File: config.mk
export PLATFORM = sky130hd
export DESIGN_NAME = param_ram_arbiter
export DESIGN_NICKNAME = d
export VERILOG_FILES = /design/src/rtl/synth_pkg.sv /design/src/rtl/param_ram_bypass.sv /design/src/rtl/param_ram_arbiter.sv
export SDC_FILE = /design/constraint.sdc
export NUM_CORES = 1
export LEC_CHECK = 0
export ABC_AREA = 1
export ABC_CLOCK_PERIOD_IN_PS = 1700
export CAP_MARGIN = 20
export CORE_MARGIN = 2
export CORE_UTILIZATION = 35
export DETAILED_ROUTE_END_ITERATION = 10
export PLACE_DENSITY = 0.69
export SKIP_CTS_REPAIR_TIMING = 1
export SYNTH_ARGS = -nofsm -noshare
export SYNTH_HDL_FRONTEND = slang
export SYNTH_SLANG_ARGS = --single-unit
File: constraint.sdc
create_clock -name clk -period 1.7 [get_ports clk]
set_input_delay 0.34 -clock clk [delete_from_list [all_inputs] [get_ports clk]]
set_output_delay 0.34 -clock clk [all_outputs]
set_load 0.02 [all_outputs]
File: src/rtl/synth_pkg.sv
// synth_pkg: shared RAM map, bus widths and arbiter state encoding
package synth_pkg;
  localparam int DATA_W = 32;
  localparam int ADDR_W = 8;
  localparam int VOLUME = 0;
  localparam int FILTER_CHOICE = 1;
  localparam int OSC_CHOICE = 2;
  localparam int SETTINGS_MENU = 3;
  localparam int NOTE_ON_START = 4;
  localparam int NOTE_PHASE_START = 28;
  localparam int OUT_HISTORY_START = 52;
  localparam int OUT_HISTORY_LEN = 160;
  typedef enum logic {ARB_NORMAL = 1'b0, ARB_FORCE = 1'b1} arb_state_e;
endpackage

File: src/rtl/param_ram_bypass.sv
// param_ram_bypass: write-first forwarding of same-cycle write data onto the read return
module param_ram_bypass
  import synth_pkg::*;
(
  input  logic              clk,
  input  logic              rst_n,
  input  logic              rd_en,
  input  logic [ADDR_W-1:0] rd_addr,
  input  logic              wen,
  input  logic [ADDR_W-1:0] waddr,
  input  logic [DATA_W-1:0] wdata,
  input  logic [DATA_W-1:0] ram_dout,
  output logic [DATA_W-1:0] rdata
);
  logic              hit_q, hit_d;
  logic [DATA_W-1:0] data_q, data_d;
  // flag a read that collides with this cycle's write and capture the write data
  always_comb begin
    hit_d = rd_en & wen & (rd_addr == waddr);
    data_d = wdata;
  end
  // register the compare result alongside the RAM's one-cycle read latency
  always_ff @(posedge clk) begin
    if (!rst_n) begin
      hit_q <= 1'b0;
      data_q <= '0;
    end else begin
      hit_q <= hit_d;
      data_q <= data_d;
    end
  end
  assign rdata = hit_q ? data_q : ram_dout;
endmodule

File: src/rtl/param_ram_arbiter.sv
// param_ram_arbiter: shared parameter RAM read port arbiter with display starvation guard
module param_ram_arbiter
  import synth_pkg::*;
#(
  parameter int STARVE_LIMIT = 8
) (
  input  logic              clk,
  input  logic              rst_n,
  input  logic              p_ren,
  input  logic [ADDR_W-1:0] p_raddr,
  input  logic              p_wen,
  input  logic [ADDR_W-1:0] p_waddr,
  input  logic [DATA_W-1:0] p_din,
  output logic              p_stall,
  output logic              p_rvalid,
  output logic [DATA_W-1:0] p_dout,
  input  logic              d_req,
  input  logic [ADDR_W-1:0] d_raddr,
  output logic              d_gnt,
  output logic              d_rvalid,
  output logic [DATA_W-1:0] d_dout,
  output logic [ADDR_W-1:0] ram_raddr,
  input  logic [DATA_W-1:0] ram_dout,
  output logic              ram_we,
  output logic [ADDR_W-1:0] ram_waddr,
  output logic [DATA_W-1:0] ram_din
);
  localparam logic [3:0] LIMIT = 4'(STARVE_LIMIT);
  arb_state_e        state_q, state_d;
  logic [3:0]        wait_cnt_q, wait_cnt_d;
  logic              owner_q, owner_d, valid_q, valid_d;
  logic [DATA_W-1:0] p_dout_q, p_dout_d, d_dout_q, d_dout_d;
  logic              force_slot, p_gnt;
  logic [DATA_W-1:0] rdata;
  assign ram_we = p_wen;
  assign ram_waddr = p_waddr;
  assign ram_din = p_din;
  // grant decision, starvation counting and next state; grants are held off during reset
  always_comb begin
    force_slot = state_q == ARB_FORCE;
    p_gnt = rst_n & p_ren & ~force_slot;
    d_gnt = rst_n & d_req & (force_slot | ~p_ren);
    p_stall = rst_n & force_slot & p_ren;
    ram_raddr = p_gnt ? p_raddr : d_gnt ? d_raddr : '0;
    wait_cnt_d = (d_gnt | ~d_req) ? 4'd0 : (wait_cnt_q >= LIMIT) ? LIMIT : 4'(wait_cnt_q + 4'd1);
    state_d = (!force_slot && d_req && !d_gnt && wait_cnt_d == LIMIT) ? ARB_FORCE : ARB_NORMAL;
    valid_d = p_gnt | d_gnt;
    owner_d = d_gnt;
    p_rvalid = valid_q & ~owner_q;
    d_rvalid = valid_q & owner_q;
    p_dout = p_rvalid ? rdata : p_dout_q;
    d_dout = d_rvalid ? rdata : d_dout_q;
    p_dout_d = p_dout;
    d_dout_d = d_dout;
  end
  // state, in-flight read tracking and held read data
  always_ff @(posedge clk) begin
    if (!rst_n) begin
      state_q <= ARB_NORMAL;
      wait_cnt_q <= 4'd0;
      owner_q <= 1'b0;
      valid_q <= 1'b0;
      p_dout_q <= '0;
      d_dout_q <= '0;
    end else begin
      state_q <= state_d;
      wait_cnt_q <= wait_cnt_d;
      owner_q <= owner_d;
      valid_q <= valid_d;
      p_dout_q <= p_dout_d;
      d_dout_q <= d_dout_d;
    end
  end
  param_ram_bypass u_bypass (
    .clk     (clk),
    .rst_n   (rst_n),
    .rd_en   (p_gnt | d_gnt),
    .rd_addr (ram_raddr),
    .wen     (p_wen),
    .waddr   (p_waddr),
    .wdata   (p_din),
    .ram_dout(ram_dout),
    .rdata   (rdata)
  );
endmodule

==> summary.md, run 1 <==
| Metric | Value |
|---|---|
| Mapped Cells | 648 |
| R2R setup slack | 0.25 ns |
| Final TNS setup | -14.93 ns |
| # DRC | 0 |
| WL/cell | 14.6 um |
| Slew @ Worst Pin | 0.336 ns |
| CTS tree | done |
| Fraction of layout cells with a size suffix above 1 | 38.9% |
| Initial drt markers | 234 |
| R2R depth | 6 |
| Global Route Usage Sum | 19.9% |
| CTS root buffer | clkbuf_16 |
| Worst Hold Class | reg2reg |
| Initial antenna violation count | 0 |
| Die X | 121 um |
| Total power | 6.34 mW |
| Pre-antenna DRT Iters | 5 |
| Number of vias per cell | 4.55 |
| Leakage | 4.75 nW |
| Synth Net Count | 743 |
| Violated checks | setup timing |
| Vias in the first global route | 4,783 |
| Nets | 1,041 |
| Worst slew margin | 77.6% |
| Placed insts | 1,081 |
| Clk_lat worst skew | 0.34 ns |
| IO Port Bufs | 209 |
| Post-route minimum period | 1.98 ns |
| Gr ovfl total | 0 |
| CP endpoint kind | output pin |
| DR vias | 5,126 |
| Num Clock Sinks | 104 |
| Setup violations, final | 65 |
| CTS clock-pin slew for the worst setup and hold paths | 0.07 ns |
| HPWL Detailed | 10,900 um |
| Fmax | 506 MHz |
| Largest net degree at the start of global routing | 34 |
| Worst setup path end | d_dout[21] |
| Final Hold Fails | 0 |
| CP Launch Point | u_bypass.hit_q |
| FF-to-FF Start | u_bypass.hit_q |
| Final WL | 16,500 um |
| Required time of the critical path | 1.36 ns |
| Critical-path maximum fanout | 6 |
| CTS Buffer Depth | 2 |
| Ports | 210 |
| GPL Wtd Cong | 0.823 |
| DIE AREA | 0.0146 mm2 |
| Row Count | 42 |
| Final worst slack | -0.277 ns |
| Setup crit start kind | flop |
| Tcrit/Tclk final | 116% |
| Core Region | 0.0133 mm2 |
| Synth unique cells | 29 |
| Outcome | finished with violations |
| Place WS | -0.654 ns |
| Initial Util | 35.9% |
| Synth Area per Inst | 7.36 um2 |
| Final hold slack | 0.447 ns |
| Max VDD drop | 0.471 mV |
| Worst Path Arrival | 1.64 ns |
| Worst R2R End | p_dout_q[24] |
| Die Height | 121 um |
| Antenna-violating nets left | 0 |
| Area Overhead vs Synth | 81.2% |
| CP Class | reg2out |
| Unrepaired setup endpoints after global routing | true |
| H-tree Lvls | 3 |
| Synth warnings | 0 |
| Post-Syn Area | 0.00477 mm2 |
| First-pass GRT wire length | 23,000 um |
| Cts bufs inserted | 9 |
| Non-Filler Instances | 1,127 |
| Fin. max-slew vios | 0 |
| Pwr dens | 734 mW/mm2 |
| Seq/Total Area, Yosys | 43.7% |
| ANT cells | 0 |
| Clock Skew | 0.00368 ns |
| Max-cap violation count | 0 |
| Seq cells post-synth | 104 |
per-stage QoR:
step	area [um2]	utilization [%]
4_1_cts	7890	59.3
3_5_place_dp	7570	57.0
6_report	8640	65.0
2_1_floorplan	4770	-
3_3_place_gp	7570	57.0
5_1_grt	8640	65.0
routing by layer:
metal	up-vias	GRT usage (%)	wire [um]
met5	-	0	0
met2	183	34.2	8150
met4	0	5.16	314
met1	2337	25.1	7030
li1	2581	-	-
met3	25	4.67	960
cells in the mapped netlist:
cell      instances  area [um2]
a21oi_4           1        16.3
o21ai_0           1        5.00
buf_4            48         360
buf_6             1        11.3
nand2_4           1        11.3
clkbuf_1         15        56.3
buf_2             5        25.0
mux2_2           18         203
nand3b_1          3        22.5
clkbuf_2          1        5.00
dfxtp_1         104        2080
nand2_1         264         991
inv_4             1        6.26
nand4_1           4        25.0
inv_1            57         214
a21oi_1          67         335
mux2_1           14         158
or2_1             1        6.26
nor2_4            1        11.3
nand2_2           6        37.5
nor2_2            1        6.26
nand3_1          17        85.1
a21boi_1          1        7.51
ha_1              2        25.0
nand3_2           1        10.0
nor3_1            2        10.0
nor2_1            8        30.0
buf_1             2        7.51
nor4_1            1        6.26
cell families (layout without fill, tap and decap cells):
logic type | count (synthesis) | count (layout) | synth area share [%]
muxes | 32 | 32 | 7.55
buffers and inverters | 130 | 433 | 14.4
and+or+nand+nor | 310 | 310 | 26.3
DFF | 104 | 104 | 43.7
AOI/OAI and AO/OA | 70 | 70 | 7.63
adders and majority gates | 2 | 2 | 0.525
report_power, final:
part	internal (mW)	leakage (nW)	switching, mW
clock network	1.33	0.154	0.888
registers	2.54	0.856	0.0314
logic	0.781	3.74	0.768
total	4.66	4.75	1.69
state kept, by name, indices dropped and copies added (netlist names):
signal,count
d_dout_q,32
owner_q,1
force_slot,1
u_bypass.hit_q,1
p_dout_q,32
valid_q,1
u_bypass.data_q,32
wait_cnt_q,4
area by class of cell:
type / instances / area (um2)
clock buffers: 13 / 250
clock inverters: 3 / 65.1
fillers: 1130 / 4650
inverters: 58 / 228
multi-input cells: 414 / 2400
flip-flops and latches: 104 / 2090
well taps: 176 / 220
repair buffers: 359 / 3390
layout by cell type (no fill, tap or decap), drive strengths merged:
master,Yosys,layout
a21boi,1,1
a21oi,68,68
buf,56,218
bufinv,0,2
clkbuf,16,21
clkdlybuf4s50,0,89
clkinv,0,1
dfxtp,104,104
dlymetal6s2s,0,44
ha,2,2
inv,58,58
mux2,32,32
nand2,271,271
nand3,18,18
nand3b,3,3
nand4,4,4
nor2,10,10
nor3,2,2
nor4,1,1
o21ai,1,1
or2,1,1
worst max-delay path: stages (launching register included):
cell,delay [ns]
dfxtp_4,0.46
clkbuf_16,0.20
mux2_4,0.33
nand2_2,0.08
nand2_1,0.07
buf_2,0.16
worst min path at each step:
stage | startpoint | endpoint | slack (ns) | cells past startpoint
floorplan | wait_cnt_q[3] | wait_cnt_q[0] | 0.42 | 1
global placement | wait_cnt_q[3] | wait_cnt_q[0] | 0.44 | 1
global route | wait_cnt_q[3] | wait_cnt_q[0] | 0.48 | 1
detailed placement | wait_cnt_q[3] | wait_cnt_q[0] | 0.44 | 1
finish | wait_cnt_q[3] | wait_cnt_q[0] | 0.45 | 1
CTS | wait_cnt_q[3] | wait_cnt_q[0] | 0.45 | 1
(Power assumes the default switching activity.)
==> run 2: changes to the inputs <==
--- a/config.mk
+++ b/config.mk
@@ -9,9 +9,9 @@
 export ABC_CLOCK_PERIOD_IN_PS = 1700
 export CAP_MARGIN = 20
 export CORE_MARGIN = 2
-export CORE_UTILIZATION = 35
+export CORE_UTILIZATION = 42
 export DETAILED_ROUTE_END_ITERATION = 10
-export PLACE_DENSITY = 0.69
+export PLACE_DENSITY = 0.8
 export SKIP_CTS_REPAIR_TIMING = 1
 export SYNTH_ARGS = -nofsm -noshare
 export SYNTH_HDL_FRONTEND = slang
==> run 2 against run 1 <==
The run still ends with setup timing left; power fell by 3.7%; global-route usage rose by 3.2 points; count of clock-buffer cells in the layout fell by 4; flip-flop and latch count did not move; fmax rose by 1.6%; combinational power fell by 9.7%; final cell count fell by 8.1%; register-to-register slack improved by 0.05 ns; cell area fell by 11%; critical path depth did not move; critical endpoint is now d_dout[31]; largest cell class unchanged.
==> summary.md, run 2 (same netlist as run 1, synthesis figures left out) <==
| Metric | Value |
|---|---|
| Max VDD drop | 0.483 mV |
| Initial antenna violation count | 0 |
| Final Hold Fails | 0 |
| Clock Skew | 0.0146 ns |
| Initial drt markers | 282 |
| Cts bufs inserted | 9 |
| Worst slew margin | 81.6% |
| ANT cells | 0 |
| Final TNS setup | -10.84 ns |
| Core Region | 0.0110 mm2 |
| Top flop regs | d_dout_q (32), p_dout_q (32), u_bypass.data_q (32) |
| Most common cell after layout, fill and taps aside | nand2_1 |
| Critical-path top delay cell | dfxtp_4 |
| CTS tree | done |
| CTS clock-pin slew for the worst setup and hold paths | 0.07 ns |
| CP Class | reg2out |
| IO Port Bufs | 209 |
| Nets | 986 |
| Tcrit/Tclk final | 114% |
| DIE AREA | 0.0122 mm2 |
| Die X | 111 um |
| Comb pwr share | 22.9% |
| Switching share of power | 28.0% |
| Switching power | 1.71 mW |
| CP endpoint kind | output pin |
| Most frequent cells in the layout | nand2_1, dfxtp_1, clkdlybuf4s50_1 |
| # DRC | 0 |
| Largest net degree at the start of global routing | 39 |
| CTS root buffer | clkbuf_16 |
| Required time of the critical path | 1.36 ns |
| H-tree Lvls | 3 |
| Row Count | 38 |
| Pre-antenna DRT Iters | 4 |
| Post-route minimum period | 1.95 ns |
| Leakage | 4.34 nW |
| R2R setup slack | 0.30 ns |
| Worst setup path end | d_dout[31] |
| Worst Hold Class | reg2reg |
| Critical Path Max Stage Delay | 0.40 ns |
| Final WL | 15,400 um |
| Outcome | finished with violations |
| Cell Chain, Critical Path | buf_12 > mux2_2 > nand2_1 > nand2_1 > buf_4 |
| Setup crit start kind | flop |
| Slew @ Worst Pin | 0.273 ns |
| Die Height | 111 um |
| HPWL Detailed | 11,100 um |
| Most used cell, CP | nand2_1 |
| Fin. max-slew vios | 0 |
| Number of vias per cell | 4.77 |
| Max-cap violation count | 0 |
| Vias in the first global route | 4,976 |
| Critical-path maximum fanout | 11 |
| CTS Buffer Depth | 2 |
| Total power | 6.11 mW |
| Num Clock Sinks | 104 |
| GPL Wtd Cong | 0.860 |
| Unrepaired setup endpoints after global routing | true |
| Fmax | 514 MHz |
| Global Route Usage Sum | 23.1% |
| R2R depth | 9 |
| Worst R2R End | u_bypass.hit_q |
| Clock power share | 35.0% |
| Fraction of layout cells with a size suffix above 1 | 29.6% |
| Final worst slack | -0.246 ns |
| Antenna-violating nets left | 0 |
| Worst Path Arrival | 1.61 ns |
| Setup violations, final | 65 |
| Area Overhead vs Synth | 62.0% |
| DR vias | 4,944 |
| CP Launch Point | u_bypass.hit_q |
| Ports | 210 |
| Pwr dens | 791 mW/mm2 |
| Sequential group share of total power | 42.1% |
| Violated checks | setup timing |
| Gr ovfl total | 0 |
| Pint | 4.40 mW |
| FF-to-FF Start | force_slot |
| Initial Util | 43.4% |
| WL/cell | 14.8 um |
| First-pass GRT wire length | 23,300 um |
| Clk_lat worst skew | 0.34 ns |
run 2: layout make-up:
cell class	count	area (um2)
inverters	58	223
clock inverters	7	87.6
multi-input cells	414	2160
flip-flops and latches	104	2090
repair buffers	304	2760
well taps	140	175
clock buffers	9	225
fillers	853	3260
run 2: how the worst min path moves through the flow:
stage | start | to | slack [ns] | cells after the start
detailed placement | p_dout_q[29] | p_dout_q[29] | 0.46 | 2
global placement | wait_cnt_q[3] | wait_cnt_q[0] | 0.43 | 1
CTS | p_dout_q[29] | p_dout_q[29] | 0.47 | 2
finish | p_dout_q[1] | p_dout_q[1] | 0.47 | 2
floorplan | wait_cnt_q[3] | wait_cnt_q[0] | 0.42 | 1
global route | p_dout_q[30] | p_dout_q[30] | 0.49 | 2
run 2: critical path, delay by kind of cell, from the launching register on:
family                 cells  cell delay, ns
muxes                      1            0.37
and+or+nand+nor            2            0.18
DFF                        1            0.40
buffers and inverters      2            0.33
run 2: power groups by stage:
stage | Combinational [mW] | Sequential, mW | Clock, mW
detailed placement | 1.40 | 2.63 | 0
finish | 1.40 | 2.57 | 2.14
CTS | 1.41 | 2.57 | 2.17
global placement | 1.38 | 2.63 | 0
global route | 1.50 | 2.58 | 2.28
floorplan | 0.670 | 2.62 | 0
run 2: metrics by stage:
stage | util [%] | hold slack (ns) | instance area [um2] | setup WS (ns) | cells
final | 70.3 | 0.471 | 7730 | -0.246 | 1036
after global routing | 70.3 | 0.492 | 7730 | -0.294 | 1036
after detailed placement | 66.2 | 0.462 | 7270 | -0.645 | 1009
after global placement | 66.2 | 0.425 | 7270 | -0.648 | 1009
after CTS | 69.0 | 0.474 | 7580 | -0.666 | 1025
after floorplan | - | 0.422 | 4770 | 0.218 | 648
run 2: per-layer routing:
layer  vias to the layer above  track usage [%]  wire length [um]
li1                       2479                -                 -
met1                      2240             26.2              6060
met2                       202             42.7              8010
met3                        23             4.77               954
met4                         0             8.25               361
met5                         -                0                 0
